### config.mk
export PLATFORM = sky130hd
export DESIGN_NAME = pipeline_hazard_ctrl_flat
export DESIGN_NICKNAME = d
export VERILOG_FILES = /design/src/rtl/pipeline_hazard_ctrl_if.sv /design/src/rtl/pipeline_hazard_ctrl.sv /design/src/flat_wrapper.sv
export SDC_FILE = /design/constraint.sdc
export NUM_CORES = 1
export LEC_CHECK = 0
export BUFFER_PORTS_ARGS = -buffer_cell sky130_fd_sc_hd__buf_2
export CORE_ASPECT_RATIO = 0.9
export CORE_MARGIN = 5
export CORE_UTILIZATION = 50
export DETAILED_ROUTE_END_ITERATION = 6
export PLACE_DENSITY_LB_ADDON = 0.05
export SKIP_CTS_REPAIR_TIMING = 1
export SYNTH_ARGS = -nofsm -noshare
export SYNTH_HDL_FRONTEND = slang
export SYNTH_SLANG_ARGS = --single-unit
### constraint.sdc
create_clock -name clk -period 2.9 [get_ports clk]
set_input_delay 0.58 -clock clk [delete_from_list [all_inputs] [get_ports clk]]
set_output_delay 0.58 -clock clk [all_outputs]
set_load 0.01 [all_outputs]
### src/rtl/pipeline_hazard_ctrl_if.sv
// Hazard-control bundle: pipeline-register/memory status in, stage enables,
// flushes and status out. CNT_W must match the controller's CNT_W.
interface pipeline_hazard_ctrl_if #(
  parameter int CNT_W = 32
);
  logic             ID_EX_memread;
  logic [4:0]       ID_EX_rd;
  logic [4:0]       IF_ID_rs1;
  logic [4:0]       IF_ID_rs2;
  logic             IF_ID_use_rs2;
  logic             branch_taken;
  logic             mem_req;
  logic             mem_ready;
  logic             pc_en;
  logic             if_id_en;
  logic             id_ex_en;
  logic             ex_mem_en;
  logic             mem_wb_en;
  logic             if_id_flush;
  logic             id_ex_flush;
  logic             mem_timeout;
  logic [CNT_W-1:0] stall_cnt;

  modport master (
    output ID_EX_memread, ID_EX_rd, IF_ID_rs1, IF_ID_rs2, IF_ID_use_rs2,
           branch_taken, mem_req, mem_ready,
    input  pc_en, if_id_en, id_ex_en, ex_mem_en, mem_wb_en,
           if_id_flush, id_ex_flush, mem_timeout, stall_cnt
  );

  modport slave (
    input  ID_EX_memread, ID_EX_rd, IF_ID_rs1, IF_ID_rs2, IF_ID_use_rs2,
           branch_taken, mem_req, mem_ready,
    output pc_en, if_id_en, id_ex_en, ex_mem_en, mem_wb_en,
           if_id_flush, id_ex_flush, mem_timeout, stall_cnt
  );
endinterface

### src/rtl/pipeline_hazard_ctrl.sv
// Five-stage pipeline hazard controller: load-use stalls, branch flushes and
// data-memory wait handling with a timeout watchdog and a stall counter.
module pipeline_hazard_ctrl #(
  parameter int MEM_TIMEOUT = 255,
  parameter int CNT_W       = 32
) (
  input logic                  clk,
  input logic                  Rst,
  pipeline_hazard_ctrl_if.slave hz
);
  localparam int WAIT_W = ($clog2(MEM_TIMEOUT + 1) > 8) ? $clog2(MEM_TIMEOUT + 1) : 8;

  typedef enum logic [0:0] {
    RUN      = 1'b0,
    MEM_WAIT = 1'b1
  } state_e;

  state_e            state_r, state_next_s;
  logic [WAIT_W-1:0] wait_cnt_r, wait_cnt_next_s;
  logic              pend_flush_r, pend_flush_next_s;
  logic              mem_timeout_r, mem_timeout_next_s;
  logic [CNT_W-1:0]  stall_cnt_r;
  logic              lu_s, mh_s;
  logic              pc_en_s, if_id_en_s, id_ex_en_s, ex_mem_en_s, mem_wb_en_s;
  logic              if_id_flush_s, id_ex_flush_s;

  // Hazard detection from the current ID/EX and memory-port inputs.
  always_comb begin
    lu_s = hz.ID_EX_memread && (hz.ID_EX_rd != 5'd0) &&
           ((hz.ID_EX_rd == hz.IF_ID_rs1) ||
            (hz.IF_ID_use_rs2 && (hz.ID_EX_rd == hz.IF_ID_rs2)));
    mh_s = hz.mem_req && !hz.mem_ready;
  end

  // Next-state logic and zero-latency stage controls; everything held low in reset.
  always_comb begin
    state_next_s       = state_r;
    wait_cnt_next_s    = wait_cnt_r;
    pend_flush_next_s  = pend_flush_r;
    mem_timeout_next_s = mem_timeout_r;
    pc_en_s            = 1'b0;
    if_id_en_s         = 1'b0;
    id_ex_en_s         = 1'b0;
    ex_mem_en_s        = 1'b0;
    mem_wb_en_s        = 1'b0;
    if_id_flush_s      = 1'b0;
    id_ex_flush_s      = 1'b0;
    if (Rst) begin
      state_next_s = RUN;
    end else begin
      case (state_r)
        RUN: begin
          if (mh_s) begin
            // A branch resolving on the freeze cycle must not be lost.
            state_next_s    = MEM_WAIT;
            wait_cnt_next_s = WAIT_W'(1);
            if (hz.branch_taken) begin
              pend_flush_next_s = 1'b1;
            end else begin
              pend_flush_next_s = pend_flush_r;
            end
          end else if (hz.branch_taken || pend_flush_r) begin
            {pc_en_s, if_id_en_s, id_ex_en_s, ex_mem_en_s, mem_wb_en_s} = 5'b11111;
            if_id_flush_s     = 1'b1;
            id_ex_flush_s     = 1'b1;
            pend_flush_next_s = 1'b0;
          end else if (lu_s) begin
            {id_ex_en_s, ex_mem_en_s, mem_wb_en_s} = 3'b111;
            id_ex_flush_s = 1'b1;
          end else begin
            {pc_en_s, if_id_en_s, id_ex_en_s, ex_mem_en_s, mem_wb_en_s} = 5'b11111;
          end
        end
        MEM_WAIT: begin
          if (hz.branch_taken) begin
            pend_flush_next_s = 1'b1;
          end else begin
            pend_flush_next_s = pend_flush_r;
          end
          if (hz.mem_ready) begin
            mem_wb_en_s     = 1'b1;
            state_next_s    = RUN;
            wait_cnt_next_s = '0;
          end else if (wait_cnt_r == WAIT_W'(MEM_TIMEOUT)) begin
            // Forced release: let MEM/WB move so the pipeline cannot deadlock.
            mem_wb_en_s        = 1'b1;
            mem_timeout_next_s = 1'b1;
            state_next_s       = RUN;
            wait_cnt_next_s    = '0;
          end else begin
            wait_cnt_next_s = wait_cnt_r + WAIT_W'(1);
          end
        end
        default: begin
          state_next_s    = RUN;
          wait_cnt_next_s = '0;
        end
      endcase
    end
  end

  // State, wait counter and sticky flags.
  always_ff @(posedge clk or posedge Rst) begin
    if (Rst) begin
      state_r       <= RUN;
      wait_cnt_r    <= '0;
      pend_flush_r  <= 1'b0;
      mem_timeout_r <= 1'b0;
    end else begin
      state_r       <= state_next_s;
      wait_cnt_r    <= wait_cnt_next_s;
      pend_flush_r  <= pend_flush_next_s;
      mem_timeout_r <= mem_timeout_next_s;
    end
  end

  // Saturating count of cycles in which the PC is frozen.
  always_ff @(posedge clk or posedge Rst) begin
    if (Rst) begin
      stall_cnt_r <= '0;
    end else if (!pc_en_s && (stall_cnt_r != {CNT_W{1'b1}})) begin
      stall_cnt_r <= stall_cnt_r + CNT_W'(1);
    end else begin
      stall_cnt_r <= stall_cnt_r;
    end
  end

  assign hz.pc_en       = pc_en_s;
  assign hz.if_id_en    = if_id_en_s;
  assign hz.id_ex_en    = id_ex_en_s;
  assign hz.ex_mem_en   = ex_mem_en_s;
  assign hz.mem_wb_en   = mem_wb_en_s;
  assign hz.if_id_flush = if_id_flush_s;
  assign hz.id_ex_flush = id_ex_flush_s;
  assign hz.mem_timeout = mem_timeout_r;
  assign hz.stall_cnt   = stall_cnt_r;
endmodule

### src/flat_wrapper.sv
// flat-port wrapper written by rule: the top's interface ports become plain ports
module pipeline_hazard_ctrl_flat 
#(
  parameter int MEM_TIMEOUT = 255,
  parameter int CNT_W       = 32
)
  (clk, Rst, hz_ID_EX_memread, hz_ID_EX_rd, hz_IF_ID_rs1, hz_IF_ID_rs2, hz_IF_ID_use_rs2, hz_branch_taken, hz_mem_req, hz_mem_ready, hz_pc_en, hz_if_id_en, hz_id_ex_en, hz_ex_mem_en, hz_mem_wb_en, hz_if_id_flush, hz_id_ex_flush, hz_mem_timeout, hz_stall_cnt);
  pipeline_hazard_ctrl_if #(.CNT_W(CNT_W)) hz_i ();
  input logic clk;
  input logic Rst;
  input wire logic [$bits(hz_i.ID_EX_memread)-1:0] hz_ID_EX_memread;
  input wire logic [$bits(hz_i.ID_EX_rd)-1:0] hz_ID_EX_rd;
  input wire logic [$bits(hz_i.IF_ID_rs1)-1:0] hz_IF_ID_rs1;
  input wire logic [$bits(hz_i.IF_ID_rs2)-1:0] hz_IF_ID_rs2;
  input wire logic [$bits(hz_i.IF_ID_use_rs2)-1:0] hz_IF_ID_use_rs2;
  input wire logic [$bits(hz_i.branch_taken)-1:0] hz_branch_taken;
  input wire logic [$bits(hz_i.mem_req)-1:0] hz_mem_req;
  input wire logic [$bits(hz_i.mem_ready)-1:0] hz_mem_ready;
  output wire logic [$bits(hz_i.pc_en)-1:0] hz_pc_en;
  output wire logic [$bits(hz_i.if_id_en)-1:0] hz_if_id_en;
  output wire logic [$bits(hz_i.id_ex_en)-1:0] hz_id_ex_en;
  output wire logic [$bits(hz_i.ex_mem_en)-1:0] hz_ex_mem_en;
  output wire logic [$bits(hz_i.mem_wb_en)-1:0] hz_mem_wb_en;
  output wire logic [$bits(hz_i.if_id_flush)-1:0] hz_if_id_flush;
  output wire logic [$bits(hz_i.id_ex_flush)-1:0] hz_id_ex_flush;
  output wire logic [$bits(hz_i.mem_timeout)-1:0] hz_mem_timeout;
  output wire logic [$bits(hz_i.stall_cnt)-1:0] hz_stall_cnt;
  assign hz_i.ID_EX_memread = hz_ID_EX_memread;
  assign hz_i.ID_EX_rd = hz_ID_EX_rd;
  assign hz_i.IF_ID_rs1 = hz_IF_ID_rs1;
  assign hz_i.IF_ID_rs2 = hz_IF_ID_rs2;
  assign hz_i.IF_ID_use_rs2 = hz_IF_ID_use_rs2;
  assign hz_i.branch_taken = hz_branch_taken;
  assign hz_i.mem_req = hz_mem_req;
  assign hz_i.mem_ready = hz_mem_ready;
  assign hz_pc_en = hz_i.pc_en;
  assign hz_if_id_en = hz_i.if_id_en;
  assign hz_id_ex_en = hz_i.id_ex_en;
  assign hz_ex_mem_en = hz_i.ex_mem_en;
  assign hz_mem_wb_en = hz_i.mem_wb_en;
  assign hz_if_id_flush = hz_i.if_id_flush;
  assign hz_id_ex_flush = hz_i.id_ex_flush;
  assign hz_mem_timeout = hz_i.mem_timeout;
  assign hz_stall_cnt = hz_i.stall_cnt;
  pipeline_hazard_ctrl #(.MEM_TIMEOUT(MEM_TIMEOUT), .CNT_W(CNT_W)) u_core (.clk(clk), .Rst(Rst), .hz(hz_i));
endmodule
[After elaboration in Yosys (flattened, before gate mapping)]
Index checks and enable logic that the tools add are counted.
Widths: inputs -> output; s select.
Storage, ports and cells
  input port bits: 22
  register bits after elaboration: 43
  word-level logic and storage cells: 63
Operators by class
  eq/ne operators: 6
  add/sub/neg operators: 2
  reduce and logical (&&, ||, !) cells: 13
  bitwise gates (word level): 3
  multiplexer cells: 34
Operator list (count)
  $add 32x1->32 const B: 1
  $ne 32x32->1 const B: 1
  $mux 1: 27
  $mux 8: 3
  $pmux 8 s2: 1
  $eq 5x5->1: 2
  $add 8x1->8 const B: 1
  $eq 8x8->1 const B: 1
  $pmux 1 s2: 3
  $logic_and 1x1->1: 5
  $reduce_bool 5->1: 1
  $reduce_and 2->1: 2
  $reduce_and 4->1: 1
  $ne 3x1->1 const B: 1
  $not 1->1: 3
  $logic_not 1->1: 2
  $logic_or 1x1->1: 2
  $ne 2x1->1 const B: 1

[Depth between registers and ports, before layout]
  word-level depth: 11
  depth in mapped cells: 8
  depth with buffers taken out: 7

[Least setup slack after synthesis]
OpenSTA, ideal clock, no wires.
  path kind: input -> output
  start: in Rst
  end: out hz_pc_en
  cell stages on the path: 4
  arrival time: 1.928 ns
  path buffers: 1
  path slack: 0.392 ns
  cell sequence: inv_2 > nand2_1 > a31oi_4 > buf_4
Between the ends
  word-level cells in the longest chain between the ends: 1
Ends and longest elaborated chain
  start, declared: line flat_wrapper.sv:10  | input logic Rst;
  $mux 1
  end, declared: line flat_wrapper.sv:19  | output wire logic [$bits(hz_i.pc_en)-1:0] hz_pc_en;
Every way passes these cells.

[Final worst setup path]
  start: in hz_ID_EX_rd[0]
  end: out hz_pc_en
Between the ends
  word-level cells in the longest chain between the ends: 9
  elaborated cells between the ends (all ways): 12
  those cells by class: eq/ne: 2; mux: 5; reduce/logical: 5
Ends and longest elaborated chain
  start, declared: line flat_wrapper.sv:12  | input wire logic [$bits(hz_i.ID_EX_rd)-1:0] hz_ID_EX_rd;
  $eq 5x5->1: line pipeline_hazard_ctrl.sv:31  | (hz.IF_ID_use_rs2 && (hz.ID_EX_rd == hz.IF_ID_rs2)));
  $logic_and 1x1->1: line pipeline_hazard_ctrl.sv:31
  $logic_or 1x1->1: line pipeline_hazard_ctrl.sv:30  | ((hz.ID_EX_rd == hz.IF_ID_rs1) ||
  $logic_and 1x1->1 (*): line pipeline_hazard_ctrl.sv:29  | lu_s = hz.ID_EX_memread && (hz.ID_EX_rd != 5'd0) &&
  $mux 1 (*): line pipeline_hazard_ctrl.sv:67  | end else if (lu_s) begin
  $mux 1 (*): line pipeline_hazard_ctrl.sv:62  | end else if (hz.branch_taken || pend_flush_r) begin
  $mux 1 (*): line pipeline_hazard_ctrl.sv:53  | if (mh_s) begin
  $mux 1 (*): line pipeline_hazard_ctrl.sv:51  | case (state_r)
  $mux 1 (*): line pipeline_hazard_ctrl.sv:48  | if (Rst) begin
Mark *: on every way between the ends. The rest lies on a longest branch, timed or not.

==> results.md <==
- Port-buffer cells: 61
- Worst R2R Setup Slack: 0.61 ns
- CP Data Required Time: 2.32 ns
- Vias in the first global route: 1744
- Busiest layer in global routing: met2
- Number of synthesized flops with an enable pin: 0
- Yosys top cell by area: dfrtp_1
- Post-route ant nets: 0
- Net Sw Frac: 30.3%
- Mean Syn Cell Area: 10.6 um^2
- CTS HTree Levels: 2
- Largest net degree at the start of global routing: 45
- Max_slew headroom: 64.2%
- Leakage: 1.29 nW
- Total net switching power: 0.416 mW
- Area of the mapped netlist: 2220 um^2
- Synth warn: 0
- Core area: 4370 um^2
- Hold Path Class: input port to async pin
- Library cells used by synthesis: 37
- Post-synth top area share: 48.5%
- Outcome: complete, no violations
- Most common cell after layout, fill and taps aside: buf_2
- Register Area: 1080 um^2
- Setup crit start kind: input port
- Reg2reg path depth: 7
- Layout area overhead: 20.6%
- Comb pwr share: 20.3%
- Total Routing Usage GR: 16.3%
- Ranking of synthesized cells by area: dfrtp_1 (48%), xnor2_1 (13%), xor2_1 (4.7%)
- Routed WL: 4450 um
- Met2 GRT Util: 25.4%
- Finished Layout Cells: 340
- Seq/Total Area, Yosys: 48.5%
- Yosys reg bits: 43
- Drt pass-1 iters: 4
- Footprint of the multi-input gates: 1090 um^2
- 1st-iter DRT viols: 47
- Inserted Clock Buffers: 5
- # diodes: 0
- # DRC: 0
- Worst VDD drop: 0.382 mV
- Slew @ Worst Pin: 0.538 ns
- Root buffer cell: clkbuf_8
- Final setup fails: 0
- Crit end category: output port
- Number of max-slew violations in the final report: 0
- IO Count: 62
- Clk slew on worst S/H paths: 0.08 ns
- DIE HEIGHT: 73.2 um
- Num rows: 23
- Crit Path Category: input port to output port
- Max FO, Critical Path: 7
- Clk sinks: 43
- Grt met1 use: 22.5%
- Grt met3 use: 4.07%
- First-pass GRT wire length: 7560 um
- GPL Wtd Cong: 0.768
- Most frequent cells in the layout: buf_2 (61), dfrtp_1 (43), xnor2_1 (33)
- Layout Skew: 0.00554 ns
- WL/cell: 13.1 um
- Total grt overflow: 0
- Critical path arrival: 1.97 ns
- Pwr dens: 512 nW/um^2
- Hpwl dp: 3370 um
- Die X: 80.2 um
- Layout fillers: 408
- Setup TNS: 0 ns
- Clock power frac: 26.4%
- Max_cap viols: 0
- Starting Density: 50.7%
- Fmax: 393 MHz
- Vias: 1716
- RSZ-0062 raised after global routing: no
- Die area: 5870 um^2
- Initial antenna violation count: 0
- CTS Buffer Depth: 2
- Share of layout cells above drive strength 1: 28.8%
- CTS tree: yes
- DR vias/cell: 5.05
- Ys async rst share: 100%
- Main synth FF type: dfrtp_1
- Fin. Hold Viols: 0
- Placed cell count: 332
- Post-synthesis instance total: 210
- Final worst path period need: 2.55 ns
- P_int: 0.954 mW
- Hold WS: 0.456 ns
- Fin crit share: 87.8%
- Seq pwr share: 53.3%
- Final net count: 301
- Latest clock arrival within the worst-skew pair: 0.29 ns
- Post-Syn Nets: 234
cell families after synthesis:
kind of cell	Yosys count	share of synthesized area, %
and+or+nand+nor	90	22.3
buffers and inverters	10	2.20
xor gates and xnor gates	45	17.8
DFF	43	48.5
adders and majority gates	2	1.13
AOI/OAI and AO/OA	18	7.22
muxes	2	0.958
state kept, by name, summed over array words and instances (netlist names):
register	flops
u_core.pend_flush_r	1
u_core.state_r	1
u_core.hz.mem_timeout	1
u_core.hz.stall_cnt	32
u_core.wait_cnt_r	8
cell usage after synthesis, drive strengths merged (2+ instances only):
| cell | instances |
|---|---|
| ha | 2 |
| xor2 | 12 |
| buf | 3 |
| a21oi | 6 |
| a22o | 2 |
| xnor2 | 33 |
| nand4 | 12 |
| nor3 | 5 |
| or3 | 3 |
| and4 | 4 |
| and3 | 10 |
| nand2 | 13 |
| o21ai | 4 |
| nor2 | 18 |
| inv | 7 |
| dfrtp | 43 |
| nand3 | 19 |
worst paths after layout:
kind | start | end
setup / recovery | hz_ID_EX_rd[0] | hz_pc_en
hold / removal | Rst | u_core.hz.stall_cnt[20]$_DFFE_PP0P_
setup reg to reg | u_core.hz.stall_cnt[0]$_DFFE_PP0P_ | u_core.hz.stall_cnt[1]$_DFFE_PP0P_
hold reg to reg | u_core.hz.mem_timeout$_DFFE_PP0P_ | u_core.hz.mem_timeout$_DFFE_PP0P_
max in group asynchronous | Rst | u_core.hz.stall_cnt[23]$_DFFE_PP0P_
min in group clk | u_core.hz.mem_timeout$_DFFE_PP0P_ | u_core.hz.mem_timeout$_DFFE_PP0P_
power groups by stage:
stage	Combinational, mW	Sequential, mW	Clock, mW
final	0.278	0.730	0.362
after global routing	0.310	0.740	0.403
after CTS	0.287	0.731	0.376
after detailed placement	0.286	0.743	0
after global placement	0.279	0.743	0
after floorplan	0.152	0.755	0
metrics by stage:
stage	power (mW)	util, %	cell area, um^2	worst slack (ns)
floorplan	0.907	-	2220	0.392
global placement	1.02	59.3	2590	0.343
detailed placement	1.03	59.3	2590	0.341
CTS	1.39	61.2	2680	0.338
global route	1.45	61.2	2680	0.281
finish	1.37	61.2	2680	0.353
layer usage:
layer	part of all wire [%]	vias to the layer above
met5	0	-
met4	1.4	0
met3	5.9	7
met2	43	54
met1	50	792
li1	-	863
cell type report:
type,instances,share of cell area (%)
Clock buffer,7,2.85
Multi-Input combinational cell,157,40.9
Inverter,7,0.982
Tap cell,62,2.90
Timing Repair Buffer,63,12.0
Sequential cell,43,40.2
Clock inverter,1,0.187
critical path: stages:
cell,delay [ns]
buf_2,0.12
or4_1,0.51
o21a_1,0.24
a31oi_4,0.31
buf_2,0.20
(Power assumes the default switching activity.)
